===== src/rtl/mem_fill_arbiter.sv =====
// mem_fill_arbiter: shares one pipelined main-memory port between I-cache fills,
// D-cache fills and D-cache write-through stores.
//   clk, rst_n                     clock; synchronous active-low reset
//   i_miss/i_miss_addr             I-cache block-fill request (level, held until i_fill_done)
//   d_miss/d_miss_addr             D-cache block-fill request (level, held until d_fill_done)
//   d_wr_req/d_wr_addr/d_wr_data   D-cache store (level, held until d_wr_done)
//   mem_rdata/mem_valid            memory read return, MEM_LAT cycles after each read
//   mem_en/mem_wr/mem_addr/mem_wdata  memory access issued this cycle
//   fill_we/fill_word/fill_data    returned word written into the granted cache
//   fill_icache/fill_dcache        target of the fill in progress
//   i_fill_done/d_fill_done/d_wr_done  one-cycle completion pulses
//   busy                           arbiter is not idle
module mem_fill_arbiter #(
  parameter int ADDR_W    = 16,
  parameter int DATA_W    = 16,
  parameter int BLK_WORDS = 8,
  parameter int MEM_LAT   = 4
) (
  input  logic              clk,
  input  logic              rst_n,
  input  logic              i_miss,
  input  logic [ADDR_W-1:0] i_miss_addr,
  input  logic              d_miss,
  input  logic [ADDR_W-1:0] d_miss_addr,
  input  logic              d_wr_req,
  input  logic [ADDR_W-1:0] d_wr_addr,
  input  logic [DATA_W-1:0] d_wr_data,
  input  logic [DATA_W-1:0] mem_rdata,
  input  logic              mem_valid,
  output logic              mem_en,
  output logic              mem_wr,
  output logic [ADDR_W-1:0] mem_addr,
  output logic [DATA_W-1:0] mem_wdata,
  output logic              fill_we,
  output logic [2:0]        fill_word,
  output logic [DATA_W-1:0] fill_data,
  output logic              fill_icache,
  output logic              fill_dcache,
  output logic              i_fill_done,
  output logic              d_fill_done,
  output logic              d_wr_done,
  output logic              busy
);
  localparam int CW = $clog2(BLK_WORDS) + 1;
  localparam logic [CW-1:0] NW    = CW'(BLK_WORDS);
  localparam logic [CW-1:0] LASTR = CW'(BLK_WORDS - 1);
  // The block geometry (8 words of 2 bytes, 16-byte aligned base) is built into the
  // address math, and responses are only ever expected after the request cycle.
  if (MEM_LAT < 1 || BLK_WORDS != 8) begin : gBadParams
    $error("mem_fill_arbiter: unsupported MEM_LAT/BLK_WORDS");
  end
  typedef enum logic [1:0] {IDLE, WRITE, FILL, DONE} stateT;
  stateT             state;
  logic              tgtI;
  logic [ADDR_W-1:0] addrReg;
  logic [DATA_W-1:0] wdReg;
  logic [CW-1:0]     issueCnt;
  logic [CW-1:0]     rcvCnt;
  logic              issuing;
  // Issue and receive run independently: reads go out back-to-back while the
  // pipelined memory returns earlier words, so the two counters overlap in FILL.
  always_comb begin
    issuing     = state == FILL && issueCnt < NW;
    mem_en      = issuing || state == WRITE;
    mem_wr      = state == WRITE;
    mem_addr    = issuing ? addrReg + ADDR_W'({issueCnt, 1'b0}) : (state == WRITE ? addrReg : '0);
    mem_wdata   = state == WRITE ? wdReg : '0;
    fill_we     = state == FILL && mem_valid && rcvCnt < NW;
    fill_word   = fill_we ? rcvCnt[CW-2:0] : '0;
    fill_data   = mem_rdata;
    fill_icache = state == FILL && tgtI;
    fill_dcache = state == FILL && !tgtI;
    i_fill_done = state == DONE && tgtI;
    d_fill_done = state == DONE && !tgtI;
    d_wr_done   = state == WRITE;
    busy        = state != IDLE;
  end
  always_ff @(posedge clk) begin
    if (!rst_n) begin
      state    <= IDLE;
      tgtI     <= 1'b0;
      addrReg  <= '0;
      wdReg    <= '0;
      issueCnt <= '0;
      rcvCnt   <= '0;
    end else begin
      case (state)
        IDLE: begin
          if (d_wr_req) begin
            state   <= WRITE;
            addrReg <= d_wr_addr;
            wdReg   <= d_wr_data;
          end else if (d_miss || i_miss) begin
            state   <= FILL;
            tgtI    <= !d_miss;
            addrReg <= d_miss ? {d_miss_addr[ADDR_W-1:4], 4'b0} : {i_miss_addr[ADDR_W-1:4], 4'b0};
          end
        end
        WRITE: state <= IDLE;
        FILL: begin
          if (issuing) issueCnt <= issueCnt + CW'(1);
          if (fill_we) begin
            rcvCnt <= rcvCnt + CW'(1);
            if (rcvCnt == LASTR) state <= DONE;
          end
        end
        default: begin
          issueCnt <= '0;
          rcvCnt   <= '0;
          state    <= IDLE;
        end
      endcase
    end
  end
endmodule


===== config.mk =====
export PLATFORM = sky130hd
export DESIGN_NAME = mem_fill_arbiter
export DESIGN_NICKNAME = d
export VERILOG_FILES = /design/src/rtl/mem_fill_arbiter.sv
export SDC_FILE = /design/constraint.sdc
export NUM_CORES = 1
export LEC_CHECK = 0
export CAP_MARGIN = 20
export CORE_MARGIN = 2
export CORE_UTILIZATION = 38
export DETAILED_ROUTE_END_ITERATION = 8
export MAX_ROUTING_LAYER = met4
export PLACE_DENSITY_LB_ADDON = 0.3
export SLEW_MARGIN = 25
export SYNTH_ARGS = -nofsm -noshare
export SYNTH_HDL_FRONTEND = slang
export SYNTH_SLANG_ARGS = --single-unit

===== constraint.sdc =====
create_clock -name clk -period 3 [get_ports clk]
set_input_delay 0.3 -clock clk [delete_from_list [all_inputs] [get_ports clk]]
set_output_delay 0.3 -clock clk [all_outputs]
set_load 0.01 [all_outputs]

# After elaboration in Yosys (flattened, before gate mapping)

Cells that the tools add are included.

$add $sub $neg: 3
Multiply operators: 0
Divide/modulo/power cells: 0
$lt $le $gt $ge: 2
Equal/unequal tests: 8
Shifts and indexed selects: 0
Mux-type cells: 16
Bitwise operators: 2
Reduce and logical (&&, ||, !) cells: 21

Operator list:

| cell                                                   | count |
|---|---|
| two-way mux 16 bit                                     | 6 |
| adder 16 x 5 -> 16 bit                                 | 1 |
| case mux 4 bit (2 select lines)                        | 2 |
| adder 4 x 1 -> 4 bit (second input constant)           | 2 |
| less-than comparator 4 bit (second input constant)     | 2 |
| two-way mux 2 bit                                      | 4 |
| two-way mux 4 bit                                      | 2 |
| AND reduction 2 bit                                    | 4 |
| logical AND 1 bit                                      | 7 |
| AND reduction 3 bit                                    | 2 |
| == test 2 bit (second input constant)                  | 2 |
| == test 4 x 3 -> 1 bit (second input constant)         | 1 |
| inequality test 2 bit (second input constant)          | 2 |
| case mux 2 bit (2 select lines)                        | 1 |
| nonzero test 2 bit                                     | 2 |
| two-way mux 3 bit                                      | 1 |
| inequality test 3 bit (second input constant)          | 1 |
| == test 2 x 1 -> 1 bit (second input constant)         | 1 |
| logical NOT 1 bit                                      | 2 |
| logical NOT 2 bit                                      | 1 |
| logical OR 1 bit                                       | 2 |
| inequality test 2 x 1 -> 1 bit (second input constant) | 1 |
| inverter 1 bit                                         | 2 |
| OR reduction 2 bit                                     | 1 |

Register bits after elaboration: 43
Bits in latches: 0
RAM bits: 0
Memory bits (read-only): 0
Output and inout port bits: 60
Memories: 0

# Depth between registers and ports, before layout

Gate-level depths: netlist of run 1.

Depth in word-level cells: 5
Depth in mapped cells: 7

# Worst setup path before layout of run 1

Ideal clock, no wire load.

Path kind: register -> output
Start: register issueCnt[0]
End: output port mem_addr[13]
Data arrival time: 1.807 ns
Data required time: 2.700 ns
Path slack: 0.893 ns
Cell stages (with the launch flop): 8
Path buffers: 0
Cells stage by stage: dfxtp_1 -> ha_1 -> inv_1 -> fa_1 -> nor2b_1 -> o311ai_1 -> or4_1 -> nand3_1

Word-level cells in the longest chain between the ends: 3

Ends and longest elaborated chain:

| what                                                                           | line | RTL |
|---|---|---|
| from (decl)                                                                    | 57   | `logic [CW-1:0] issueCnt;` |
| from (signal assigned)                                                         | 101  | `if (issuing) issueCnt <= issueCnt + CW'(1);` |
| parallel branches: the longest is 2 deep, another holds adder 16 x 5 -> 16 bit | n/a  |  |
| two-way mux 16 bit (*)                                                         | 66   | `mem_addr = issuing ? addrReg + ADDR_W'({issueCnt, 1'b0}) : (state == WRITE ? addrReg : '0);` |
| to (decl)                                                                      | 32   | `output logic [ADDR_W-1:0] mem_addr,` |

Mark *: on every way between the ends.

# Final worst setup path of run 1

Start: register issueCnt[3]
End: output port mem_addr[12]

The elaborated chain is that of the path after synthesis.

==> flow_metrics.py, run 1 <==
metrics = {
    "logic_synthesis": {
        "yosysMostFrequentCell": "nand2_1",
        "ys_top_cells_by_count": "nand2_1 (90), dfxtp_1 (43), a21boi_0 (27), and2_1 (27), buf_4 (18)",
        "synth.cell_area_sq_mm": 0.00283,
        "synth_cell_types": 47,
        "postSynthAreaPerCell_sq_um": 7.53,
        "dominantRegCellSynth": "dfxtp_1",
        "yosysTopAreaCell": "dfxtp_1",
        "synth-edff-count": 0,
        "syn_nets": 468,
        "synthTopCellsByArea": "dfxtp_1 (30%), nand2_1 (12%), a21boi_0 (7.2%)",
        "ys_ff_latch": 43,
        "async_flop_share": 0,
        "yosysSeqAreaShare": 0.305,
        "syn_inst": 375,
        "ys_warn_count": 0,
        "synth_top_area_share": 0.305,
    },
    "global_route": {
        "grt_max_degree": 24,
        "globalRouteOverflowTotal": 0,
        "gr-usage-all-layers": 0.180,
        "grt_pass1_wl_um": 11900,
        "antenna_found_initial": 0,
        "grt_pass1_vias": 2582,
    },
    "finish": {
        "stdcell_count": 554,
        "area_delta_synth_final_pct": 40.1,
        "area.sequential_sq_um": 862,
        "final.fill_count": 711,
        "final_core_util": 0.549,
        "design_area_sq_mm": 0.00396,
        "multi_input_area_sq_mm": 0.00173,
        "fin_nets": 547,
        "n_antenna_cell": 0,
        "drive_above_1_share": 0.0484,
    },
    "timing": {
        "final-setup-viol-count": 0,
        "max_clock_freq_mhz": 346,
        "maxSlewViolCount": 0,
        "tns_ns": 0,
        "rsz0062_at_grt": "false",
        "finClkSkew_ns": 0.00778,
        "whs_ns": 0.464,
        "period_share": 0.964,
        "worst_slack_ns": 0.109,
        "slew-limit-headroom": 0.468,
        "finalHoldViolCount": 0,
        "fin_crit_ns": 2.89,
        "tightest_slew_ns": 0.798,
    },
    "placed_design": {
        "post_dp_cell_area_sq_mm": 0.00384,
        "placed_cells": 546,
        "io_buffers": 105,
        "hpwl_um": 5560,
        "place_ws_ns": 0.239,
        "gp_congestion": 0.834,
    },
    "power_and_ir_drop": {
        "finalPower_mw": 1.34,
        "power.density_mw_per_mm2": 338,
        "pwr-share-seq": 0.480,
        "switchingPower_mw": 0.383,
        "peakVddDrop_uv": 236,
        "leakagePower_nw": 1.57,
        "combPwrFrac": 0.254,
        "clockPowerShare": 0.266,
        "intPower_mw": 0.955,
        "netSwitchingFraction": 0.286,
    },
    "worst_setup_path": {
        "reg2reg_slack_ns": 1.10,
        "arrival_ns": 2.59,
        "slowest_delay_ns": 0.54,
        "r2r_start": "state[0]$_SDFFE_PN0P_",
        "cp-end-kind": "output pin",
        "worstSetupStartpoint": "issueCnt[3]$_SDFFE_PN0P_",
        "critical_path.top_delay_family": "compound AO/OA/AOI/OAI gates",
        "critPathKind": "register to output pin",
        "cp.depth": 6,
        "start_kind": "register",
        "critical_path.max_fanout": 9,
        "crit_path_end": "mem_addr[12]",
        "timing.rr.end": "wdReg[9]$_SDFFE_PN0P_",
        "slowest_stage": "clkdlybuf4s50_1",
        "worstPathRequired_ns": 2.70,
        "crit_chain": "ha_1 > and3_1 > a211oi_4 > o211a_1 > a211o_1 > clkdlybuf4s50_1",
        "rr_worst_depth": 5,
        "path_buf_inv": 1,
    },
    "clock_network": {
        "cts_tree": "yes",
        "postCtsSetupRepairBufs": 0,
        "htreeDepth": 2,
        "cts.reportedPaths.clkPinSlew_ns": 0.08,
        "root_buffer": "clkbuf_8",
        "cts_made_buffers": 5,
        "clock_latency_ns": 0.29,
        "clock_sinks": 43,
        "clockBufferDepth": 2,
        "cts-resized-gates": 3,
        "cts_hold_buffers": 0,
    },
    "floorplan": {
        "dieArea_sq_mm": 0.00814,
        "fp-row-count": 31,
        "design.core.area_sq_mm": 0.00721,
        "start_util": 0.392,
        "io_pins": 146,
        "dieHeight_um": 90.2,
        "die-width_um": 90.2,
    },
    "drt": {
        "drc": 0,
        "drtPass1Iterations": 4,
        "wl_per_cell_um": 13.4,
        "via_per_inst": 5.00,
        "detail-route-antenna-nets": 0,
        "drtIter0Drc": 129,
        "routed_wl_um": 7430,
        "via_count": 2772,
    },
    "status": {
        "outcome": "completed",
    },
    "min_path": {
        "hold_path_class": "register to register",
    },
    "run": {
        "drv_cap": 0,
    },
}
## power by group through the flow
stage                     Clock, mW  Combinational, mW  Sequential [mW]
after floorplan                   0              0.204            0.643
after global placement            0              0.338            0.653
after detailed placement          0              0.342            0.655
after CTS                     0.365              0.344            0.642
after global routing          0.388              0.376            0.648
final                         0.356              0.340            0.643
## routing by layer
| metal | GRT usage | part of all wire |
|---|---|---|
| met1 | 0.232 | 0.47 |
| met2 | 0.285 | 0.46 |
| met3 | 0.0394 | 0.059 |
| met4 | 0.0500 | 0.011 |
| met5 | - | 0 |
## flip-flops by register name (all words and copies together) (netlist names)
signal	cells
wdReg	16
issueCnt	4
tgtI	1
addrReg	16
state	2
rcvCnt	4
## cells in the final DEF, fill, tap and decap left out, types with 3 or more instances in the layout
| master | Yosys | layout |
|---|---|---|
| a211o_1 | 4 | 4 |
| a21boi_0 | 27 | 27 |
| a21oi_1 | 11 | 11 |
| a22oi_1 | 5 | 5 |
| a31oi_1 | 3 | 3 |
| and2_1 | 27 | 27 |
| and3_1 | 5 | 5 |
| buf_4 | 18 | 7 |
| clkbuf_8 | 0 | 5 |
| clkdlybuf4s50_1 | 0 | 104 |
| dfxtp_1 | 43 | 42 |
| ha_1 | 6 | 6 |
| inv_1 | 9 | 9 |
| mux2i_1 | 14 | 14 |
| nand2_1 | 90 | 90 |
| nand2b_1 | 3 | 3 |
| nand3_1 | 7 | 7 |
| nand4_1 | 5 | 5 |
| nor2_1 | 14 | 14 |
| nor2b_1 | 7 | 6 |
| o21ai_0 | 17 | 17 |
| o22ai_1 | 4 | 4 |
| xor2_1 | 3 | 3 |
## cell type report
type	count	share of cell area
clock buffers	7	0.0193
well taps	99	0.0313
flip-flops and latches	43	0.218
multi-input cells	282	0.437
clock inverters	1	0.00126
repair buffers	113	0.284
inverters	9	0.00853
## worst min path at each step
stage | slack (ns) | start | endpoint | depth (start not counted)
3_3_place_gp | 0.45 | wdReg[9]$_SDFFE_PN0P_ | wdReg[9]$_SDFFE_PN0P_ | 2
3_5_place_dp | 0.45 | wdReg[2]$_SDFFE_PN0P_ | wdReg[2]$_SDFFE_PN0P_ | 2
2_1_floorplan | 0.44 | rcvCnt[3]$_SDFFE_PN0P_ | rcvCnt[3]$_SDFFE_PN0P_ | 2
4_1_cts | 0.47 | wdReg[2]$_SDFFE_PN0P_ | wdReg[2]$_SDFFE_PN0P_ | 2
5_1_grt | 0.48 | wdReg[2]$_SDFFE_PN0P_ | wdReg[2]$_SDFFE_PN0P_ | 2
6_report | 0.46 | wdReg[15]$_SDFFE_PN0P_ | wdReg[15]$_SDFFE_PN0P_ | 2
## tightest hold or removal path, stage by stage, from the launching register on
cell and delay, ns:
dfxtp_1 0.31, nand2_1 0.04, a21boi_0 0.06
## logic make-up (layout without fill, tap and decap cells)
group / Yosys count / in the layout / share of synthesized area
xor gates and xnor gates: 3 / 3 / 0.00930
buffers and inverters: 50 / 130 / 0.0948
muxes: 14 / 14 / 0.0496
adders and majority gates: 7 / 7 / 0.0337
and+or+nand+nor: 170 / 170 / 0.289
DFF: 43 / 43 / 0.305
AOI/OAI and AO/OA: 88 / 88 / 0.219
Power figures use the tool's default switching activity.
==> run 2: changes to the inputs <==
--- a/config.mk
+++ b/config.mk
@@ -9,8 +9,10 @@
 export CORE_MARGIN = 2
 export CORE_UTILIZATION = 38
 export DETAILED_ROUTE_END_ITERATION = 8
+export GPL_ROUTABILITY_DRIVEN = 0
 export MAX_ROUTING_LAYER = met4
 export PLACE_DENSITY_LB_ADDON = 0.3
+export REMOVE_ABC_BUFFERS = 1
 export SLEW_MARGIN = 25
 export SYNTH_ARGS = -nofsm -noshare
 export SYNTH_HDL_FRONTEND = slang
==> run 2 against run 1 <==
- register-to-register slack about the same
- clock power rose by 24%
- combinational power about the same
- sequential power is essentially flat
- die area unchanged
- clock skew is 0.00069 ns lower
- routed wire length up 7.5%
==> flow_metrics.py, run 2 (synthesized netlist as in run 1, its figures left out) <==
metrics = {
    "worst_setup_path": {
        "worstPathRequired_ns": 2.70,
        "critPathKind": "register to output pin",
        "critical_path.max_fanout": 5,
        "start_kind": "register",
        "cp-end-kind": "output pin",
        "arrival_ns": 2.59,
    },
    "timing": {
        "final-setup-viol-count": 0,
        "finClkSkew_ns": 0.00709,
        "period_share": 0.963,
        "whs_ns": 0.464,
        "tns_ns": 0,
        "max_clock_freq_mhz": 346,
        "tightest_slew_ns": 0.782,
        "maxSlewViolCount": 0,
        "fin_crit_ns": 2.89,
        "rsz0062_at_grt": "false",
        "slew-limit-headroom": 0.479,
        "finalHoldViolCount": 0,
    },
    "finish": {
        "fin_nets": 548,
        "final_common_cell": "clkdlybuf4s50_1",
        "area_delta_synth_final_pct": 40.3,
        "reg.largest.list": "addrReg: 16 flops, wdReg: 16 flops",
        "final.fill_count": 715,
        "final_cell_mix": "clkdlybuf4s50_1 (105), nand2_1 (90), dfxtp_1 (41)",
        "n_antenna_cell": 0,
        "drive_above_1_share": 0.0527,
    },
    "drt": {
        "routed_wl_um": 7990,
        "detail-route-antenna-nets": 0,
        "via_count": 2802,
        "drtPass1Iterations": 4,
        "wl_per_cell_um": 14.4,
        "via_per_inst": 5.06,
        "drtIter0Drc": 122,
        "drc": 0,
    },
    "run": {
        "drv_cap": 0,
    },
    "clock_network": {
        "clockBufferDepth": 2,
        "htreeDepth": 2,
        "cts_tree": "yes",
        "cts.reportedPaths.clkPinSlew_ns": 0.08,
        "root_buffer": "clkbuf_8",
        "cts_made_buffers": 5,
        "clock_sinks": 43,
        "clock_latency_ns": 0.29,
        "cts_hold_buffers": 0,
    },
    "global_route": {
        "grt_pass1_vias": 2632,
        "antenna_found_initial": 0,
        "grt_pass1_wl_um": 12800,
        "grt_max_degree": 25,
        "gr-usage-all-layers": 0.198,
        "globalRouteOverflowTotal": 0,
    },
    "status": {
        "outcome": "completed",
    },
    "floorplan": {
        "io_pins": 146,
        "dieHeight_um": 90.2,
        "start_util": 0.392,
        "die-width_um": 90.2,
        "design.core.area_sq_mm": 0.00721,
        "dieArea_sq_mm": 0.00814,
        "fp-row-count": 31,
    },
    "power_and_ir_drop": {
        "switchingPower_mw": 0.388,
        "leakagePower_nw": 1.57,
        "power.density_mw_per_mm2": 359,
        "intPower_mw": 1.03,
        "netSwitchingFraction": 0.273,
        "combPwrFrac": 0.240,
        "pwr-share-seq": 0.450,
        "peakVddDrop_uv": 271,
        "clockPowerShare": 0.311,
    },
    "placed_design": {
        "io_buffers": 105,
        "hpwl_um": 5910,
    },
    "min_path": {
        "hold_path_class": "register to register",
    },
}
[run 2: cell types whose count changed in the layout (fill, tap and decap cells not counted)]
cell and change:
o311ai_4 -1, bufinv_16 +1, dfxtp_1 -1, buf_4 +2
buf_12 -1, o311ai_2 +1, clkdlybuf4s50_1 +1, dlymetal6s2s_1 -1
dfxtp_2 +1, clkbuf_1 -1, clkinv_2 -1
[run 2: stage by stage]
stage	cell area (sq um)	total power, mW	cells	setup WS (ns)	utilization
after floorplan	2590	0.798	334	0.893	-
after global placement	3830	0.987	547	0.288	0.531
after detailed placement	3830	0.995	547	0.249	0.531
after CTS	3960	1.44	554	0.00645	0.548
after global routing	3960	1.50	554	0.0147	0.549
final	3960	1.42	554	0.111	0.549
[run 2: what timing repair did]
action	4_1_cts	5_1_grt
gates resized for setup	4	3
setup buffers	0	0
endpoints found under the hold margin	0	0
setup endpoints to repair	2	8
[run 2: power by group through the flow]
stage	registers, mW	clock network [mW]	logic [mW]
6_report	0.640	0.442	0.341
4_1_cts	0.640	0.452	0.343
3_3_place_gp	0.651	0	0.336
3_5_place_dp	0.653	0	0.342
5_1_grt	0.647	0.478	0.377
2_1_floorplan	0.649	0	0.149
[run 2: area by class of cell]
cell class	count	area, sq um	area share
multi-input cells	282	1720	0.434
clock buffers	6	72.6	0.0183
inverters	9	33.8	0.00852
clock inverters	1	30.0	0.00758
flip-flops and latches	43	863	0.218
well taps	99	124	0.0313
repair buffers	114	1120	0.282
[run 2: routing by layer]
| layer | share of wire | routed length (um) | vias up | global-route usage |
|---|---|---|---|---|
| li1 | - | - | 1422 | - |
| met1 | 0.46 | 3700 | 1267 | 0.253 |
| met2 | 0.45 | 3560 | 107 | 0.301 |
| met3 | 0.085 | 675 | 6 | 0.0738 |
| met4 | 0.0066 | 53 | 0 | 0.0423 |
| met5 | 0 | 0 | - | - |
[run 2: worst max-delay path: stages (launching register included)]
cell	delay [ns]
dfxtp_1	0.37
ha_1	0.17
inv_1	0.06
fa_2	0.37
nor2b_4	0.14
o311ai_2	0.13
or4_1	0.43
nand3_1	0.10
clkdlybuf4s50_1	0.53
[run 2: path summary, 6_finish.rpt]
kind | from | to | slack (ns) | cells past startpoint
worst min register to register | wdReg[4]$_SDFFE_PN0P_ | wdReg[4]$_SDFFE_PN0P_ | 0.46 | 2
worst min-delay path | wdReg[4]$_SDFFE_PN0P_ | wdReg[4]$_SDFFE_PN0P_ | 0.46 | 2
worst max register to register | state[0]$_SDFFE_PN0P_ | wdReg[5]$_SDFFE_PN0P_ | 1.09 | 5
worst max-delay path | addrReg[1]$_SDFFE_PN0P_ | mem_addr[13] | 0.11 | 8
